`src/rtl/match_logger.sv`:
```
// match_logger: timestamps every cycle the upstream sequence detector asserts
// its match output and queues the timestamps in a show-ahead FIFO for a host.
// It also keeps a saturating total match count and a sticky overflow flag.
//
// Parameters:
//   DEPTH - FIFO entries (power of two, >= 2)
//   TS_W  - width of the free-running timestamp counter
//   CNT_W - width of the saturating match counter
//
// Ports:
//   clk       - clock; all state updates on the rising edge
//   rst_n     - synchronous active-low reset
//   match     - detector output, one event per high edge
//   rd_en     - pop request for the head entry (ignored when empty)
//   rd_data   - head-entry timestamp, 0 when empty
//   rd_valid  - FIFO not empty
//   full      - FIFO holds DEPTH entries
//   fill      - number of entries held
//   match_cnt - total events seen, saturating
//   overflow  - sticky; an event was dropped because the FIFO was full
module match_logger #(
  parameter int unsigned DEPTH = 8,
  parameter int unsigned TS_W  = 16,
  parameter int unsigned CNT_W = 8
) (
  input  logic                       clk,
  input  logic                       rst_n,
  input  logic                       match,
  input  logic                       rd_en,
  output logic [TS_W-1:0]            rd_data,
  output logic                       rd_valid,
  output logic                       full,
  output logic [$clog2(DEPTH):0]     fill,
  output logic [CNT_W-1:0]           match_cnt,
  output logic                       overflow
);

  localparam int unsigned AW = $clog2(DEPTH);
  localparam logic [AW:0] FULL_LVL = (AW+1)'(DEPTH);

  logic [TS_W-1:0]  mem [DEPTH];
  logic [AW-1:0]    rptr;
  logic [AW-1:0]    wptr;
  logic [AW:0]      fill_q;
  logic [TS_W-1:0]  ts;
  logic [CNT_W-1:0] cnt_q;
  logic             ovf_q;

  logic pop;
  logic wr;

  always_comb begin
    pop = rd_en && (fill_q != '0);
    // A full FIFO still accepts an event when the head is popped on the same edge.
    wr  = match && ((fill_q != FULL_LVL) || pop);
  end

  always_ff @(posedge clk) begin
    if (!rst_n) begin
      ts     <= '0;
      rptr   <= '0;
      wptr   <= '0;
      fill_q <= '0;
      cnt_q  <= '0;
      ovf_q  <= 1'b0;
    end else begin
      ts <= ts + TS_W'(1);
      if (pop) rptr <= rptr + AW'(1);
      if (wr)  wptr <= wptr + AW'(1);
      case ({wr, pop})
        2'b10:   fill_q <= fill_q + (AW+1)'(1);
        2'b01:   fill_q <= fill_q - (AW+1)'(1);
        default: fill_q <= fill_q;
      endcase
      if (match && !wr) ovf_q <= 1'b1;
      if (match && (cnt_q != '1)) cnt_q <= cnt_q + CNT_W'(1);
    end
  end

  // Storage is not reset; rd_data is masked while empty instead.
  always_ff @(posedge clk) begin
    if (rst_n && wr) mem[wptr] <= ts;
  end

  always_comb begin
    rd_valid  = (fill_q != '0);
    full      = (fill_q == FULL_LVL);
    fill      = fill_q;
    match_cnt = cnt_q;
    overflow  = ovf_q;
    rd_data   = rd_valid ? mem[rptr] : '0;
  end

endmodule

```
`config.mk`:
```
export PLATFORM = sky130hd
export DESIGN_NAME = match_logger
export DESIGN_NICKNAME = d
export VERILOG_FILES = /design/src/rtl/match_logger.sv
export SDC_FILE = /design/constraint.sdc
export NUM_CORES = 1
export LEC_CHECK = 0
export CORE_MARGIN = 2
export CORE_UTILIZATION = 55
export DETAILED_ROUTE_END_ITERATION = 16
export DONT_BUFFER_PORTS = 1
export MAX_ROUTING_LAYER = met4
export PLACE_DENSITY = 0.7
export RECOVER_POWER = 100
export SETUP_SLACK_MARGIN = 0.4
export SYNTH_ARGS = -nofsm -noshare
export SYNTH_HDL_FRONTEND = slang
export SYNTH_SLANG_ARGS = --single-unit
```
`constraint.sdc`:
```
create_clock -name clk -period 3.7 [get_ports clk]
set_clock_uncertainty 0.05 [all_clocks]
set_input_delay 0.925 -clock clk [delete_from_list [all_inputs] [get_ports clk]]
set_output_delay 0.925 -clock clk [all_outputs]
set_load 0.1 [all_outputs]
```
==> results.py <==
metrics = {
    "power": {
        "static-leakage-power_nw": 2.50,
        "vdd_ir_drop_max_mv": 0.439,
        "design_power_total_mw": 6.16,
        "power_per_cell_area_nw_per_um2": 800,
    },
    "place": {
        "post-dp-hpwl_um": 7760,
        "port_buffers": 0,
        "place_congestion": 0.795,
    },
    "clocking": {
        "tritoncts.num_buffers": 17,
        "cts-root-buf": "sky130_fd_sc_hd__clkbuf_16",
        "clock_tree.buffer_depth": 2,
        "cts_tree": "done",
        "clkSlewWorstSetupHoldPaths_ns": 0.07,
        "worstSkewPairLatency_ns": 0.42,
        "cts_htree_levels": 4,
        "tritoncts_num_sinks": 166,
    },
    "critical_path": {
        "reg2regPathDepth": 8,
        "critical_path_source_type": "register",
        "required_ns": 2.72,
        "path_max_fanout": 7,
        "r2r-end": "fill[3]",
        "startpoint_of_the_lowest_slack_register_to_register_path": "fill[0]",
        "reg_to_reg_slack_setup_ns": 0.75,
        "critical_path_arrival_ns": 2.28,
        "end_kind": "primary output",
        "critPathKind": "register to primary output",
    },
    "routing": {
        "post_drt_via_cell_ratio": 5.84,
        "detail_route.first_pass.iterations": 4,
        "drc_errors": 0,
        "routed_wl_um": 12400,
        "wire_per_inst_um": 19.9,
        "num_vias": 3633,
        "number_of_antenna_violating_nets_in_the_routed_design": 0,
        "number_of_design_rule_violations_left_by_the_first_detailed_router_iteration": 231,
    },
    "synthesis": {
        "sequential_cell_area_fraction_in_the_yosys_report_pct": 69.3,
        "synth.ff_latch_count": 166,
        "yosys.area_share.xor_xnor_pct": 2.37,
        "synth_nets": 426,
        "synth.avg_cell_area_sq_um": 16.0,
        "synth_mux_area_share_pct": 13.7,
        "ys.warnings.count": 0,
        "largest_family_of_logic_cells_by_synthesized_area": "multiplexers",
        "yosys.area.top_type_share_pct": 57.9,
        "synthFlopType": "sky130_fd_sc_hd__edfxtp_1",
        "syn-instance-count": 415,
        "synth.distinct_cells": 43,
        "async_flop_share_pct": 0,
        "post_synth_and_or_nand_nor_area_fraction_pct": 7.93,
        "netlist_top_cells_area": "sky130_fd_sc_hd__edfxtp_1 58%, sky130_fd_sc_hd__dfxtp_1 11%, sky130_fd_sc_hd__mux4_2 11%",
        "synth-compound-area-share_pct": 3.58,
        "synth_area_leader_cell": "sky130_fd_sc_hd__edfxtp_1",
        "synth-adder-area-share_pct": 1.43,
        "post_synth_edffs": 128,
        "netlist_area_sq_um": 6640,
    },
    "floorplan": {
        "floorplan.die_area_sq_um": 13000,
        "initial_utilization_pct": 55.7,
        "num_rows": 40,
        "core_area_sq_um": 11900,
        "die_x_um": 114,
        "vertical_die_dimension_um": 114,
        "io-pin-count": 35,
    },
    "worst_hold_path": {
        "worstHoldPathType": "register to register",
        "worstHoldStart": "rptr[1]",
        "hold_path_depth": 2,
    },
    "sta": {
        "slew_headroom_pct": 8.77,
        "timing.final.setup_violations": 0,
        "sum_of_negative_setup_slack_ns": 0,
        "grt_setup_unrepaired": "false",
        "timing_max_transition_violations_final": 0,
        "layout_worst_path_cycle_share_pct": 88.1,
        "min_period_ns": 3.26,
        "clock.fmax_ghz": 0.307,
        "tightest_slew_ns": 1.37,
        "hold_viol": 0,
    },
    "global_routing": {
        "maximum_number_of_pins_on_one_net_before_global_route_repair": 33,
        "antenna_found_initial": 0,
        "grt.overflow.total": 0,
        "globalRouteTotalUtil_pct": 21.3,
        "vias_in_the_first_global_route": 3698,
        "wire_length_of_the_first_global_routing_pass_um": 19700,
    },
    "flow_run": {
        "cap_violations": 0,
    },
    "final_layout": {
        "antenna_cells_inserted": 0,
        "finalNetCount": 473,
        "post_route_cells_drive_above_1_share_pct": 22.9,
        "area_growth_pct": 16.0,
    },
    "outcome": {
        "result_of_the_run": "complete, no violations",
    },
}
-- logic make-up (layout without fill, tap and decap cells) --
| group | count (synthesis) | count (layout) |
|---|---|---|
| AO/OA/AOI/OAI | 34 | 34 |
| XOR/XNOR | 18 | 18 |
| adder cells (fa/ha/maj) | 7 | 7 |
| buffers and inverters | 27 | 87 |
| flip-flops | 166 | 166 |
| multiplexers | 51 | 51 |
| AND/OR/NAND/NOR | 112 | 112 |
-- cell usage in the layout (no fill, tap or decap), types with 11 or more instances in the layout --
cell type	count
sky130_fd_sc_hd__buf_4	12
sky130_fd_sc_hd__xnor2_1	11
sky130_fd_sc_hd__nor2_1	30
sky130_fd_sc_hd__dfxtp_1	37
sky130_fd_sc_hd__clkbuf_2	12
sky130_fd_sc_hd__mux4_2	32
sky130_fd_sc_hd__nand3_1	15
sky130_fd_sc_hd__clkbuf_1	22
sky130_fd_sc_hd__nand2_1	14
sky130_fd_sc_hd__mux2i_1	19
sky130_fd_sc_hd__nor3_1	11
sky130_fd_sc_hd__nor2_2	12
sky130_fd_sc_hd__clkbuf_16	18
sky130_fd_sc_hd__edfxtp_1	128
-- synth_stat cells, drive strengths merged, types with 9 or more instances --
| master | n |
|---|---|
| nor3 | 11 |
| edfxtp | 128 |
| inv | 10 |
| nor2 | 47 |
| clkbuf | 9 |
| a21oi | 10 |
| mux2i | 19 |
| dfxtp | 38 |
| xnor2 | 11 |
| nand3 | 15 |
| nand2 | 14 |
| mux4 | 32 |
-- registers in the layout, summed over array words and instances (netlist names), named ones only --
register and count:
mem 128, ts 16, match_cnt 8, fill 4
rptr 3, wptr 3, overflow 1
-- metrics by stage --
step	setup slack (ns)	util, %	hold slack (ns)	cell area, sq um	instances
6_report	0.441	64.7	0.446	7700	622
5_1_grt	0.335	64.7	0.477	7700	622
4_1_cts	0.424	65.6	0.444	7820	621
3_5_place_dp	0.876	60.4	0.434	7190	589
3_3_place_gp	0.909	60.4	0.416	7190	589
2_1_floorplan	0.0839	-	0.404	6700	415
-- area by class of cell --
class                           instances  area [sq um]
Clock buffer                           21           450
Clock inverter                         11           174
Fill cell                             846          4210
Inverter                               10          37.5
Multi-Input combinational cell        222          1980
Sequential cell                       166          4610
Tap cell                              147           184
Timing Repair Buffer                   45           267
-- how the worst max path moves through the flow --
stage | to | slack, ns | cells past startpoint | from
floorplan | rd_data[0] | 0.08 | 2 | fill[3]
global placement | rd_data[11] | 0.91 | 5 | register
detailed placement | rd_data[11] | 0.88 | 5 | register
CTS | rd_data[12] | 0.42 | 5 | register
global route | rd_data[11] | 0.34 | 5 | register
finish | full | 0.44 | 3 | fill[0]
-- routing by layer --
metal  up-vias  GRT usage [%]  part of all wire, %
met4         0           6.99                  1.2
met2       111           35.0                   51
met3        13           5.37                  5.6
met5         -              -                    0
li1       1709              -                    -
met1      1800           26.2                   42
-- critical path: stages (launching register included) --
cell	delay, ns
sky130_fd_sc_hd__dfxtp_1	0.33
sky130_fd_sc_hd__or3_1	0.52
sky130_fd_sc_hd__nor2_2	0.13
sky130_fd_sc_hd__clkbuf_1	0.89
-- report_power, final --
group | internal, mW | switching [mW] | leakage [nW]
combinational | 0.548 | 1.65 | 0.697
clock | 1.15 | 0.679 | 0.294
sequential | 2.06 | 0.0707 | 1.50
total | 3.76 | 2.40 | 2.50
-- what timing repair did --
| item | 4_1_cts | 5_1_grt |
|---|---|---|
| setup endpoints to repair | 0 | 7 |
| resized for setup | 0 | 1 |
| hold buffers | 0 | 0 |
| buffers inserted | 0 | 0 |
| hold endpoints to repair | 0 | 0 |
No activity file was read; power rests on OpenSTA's default activity.
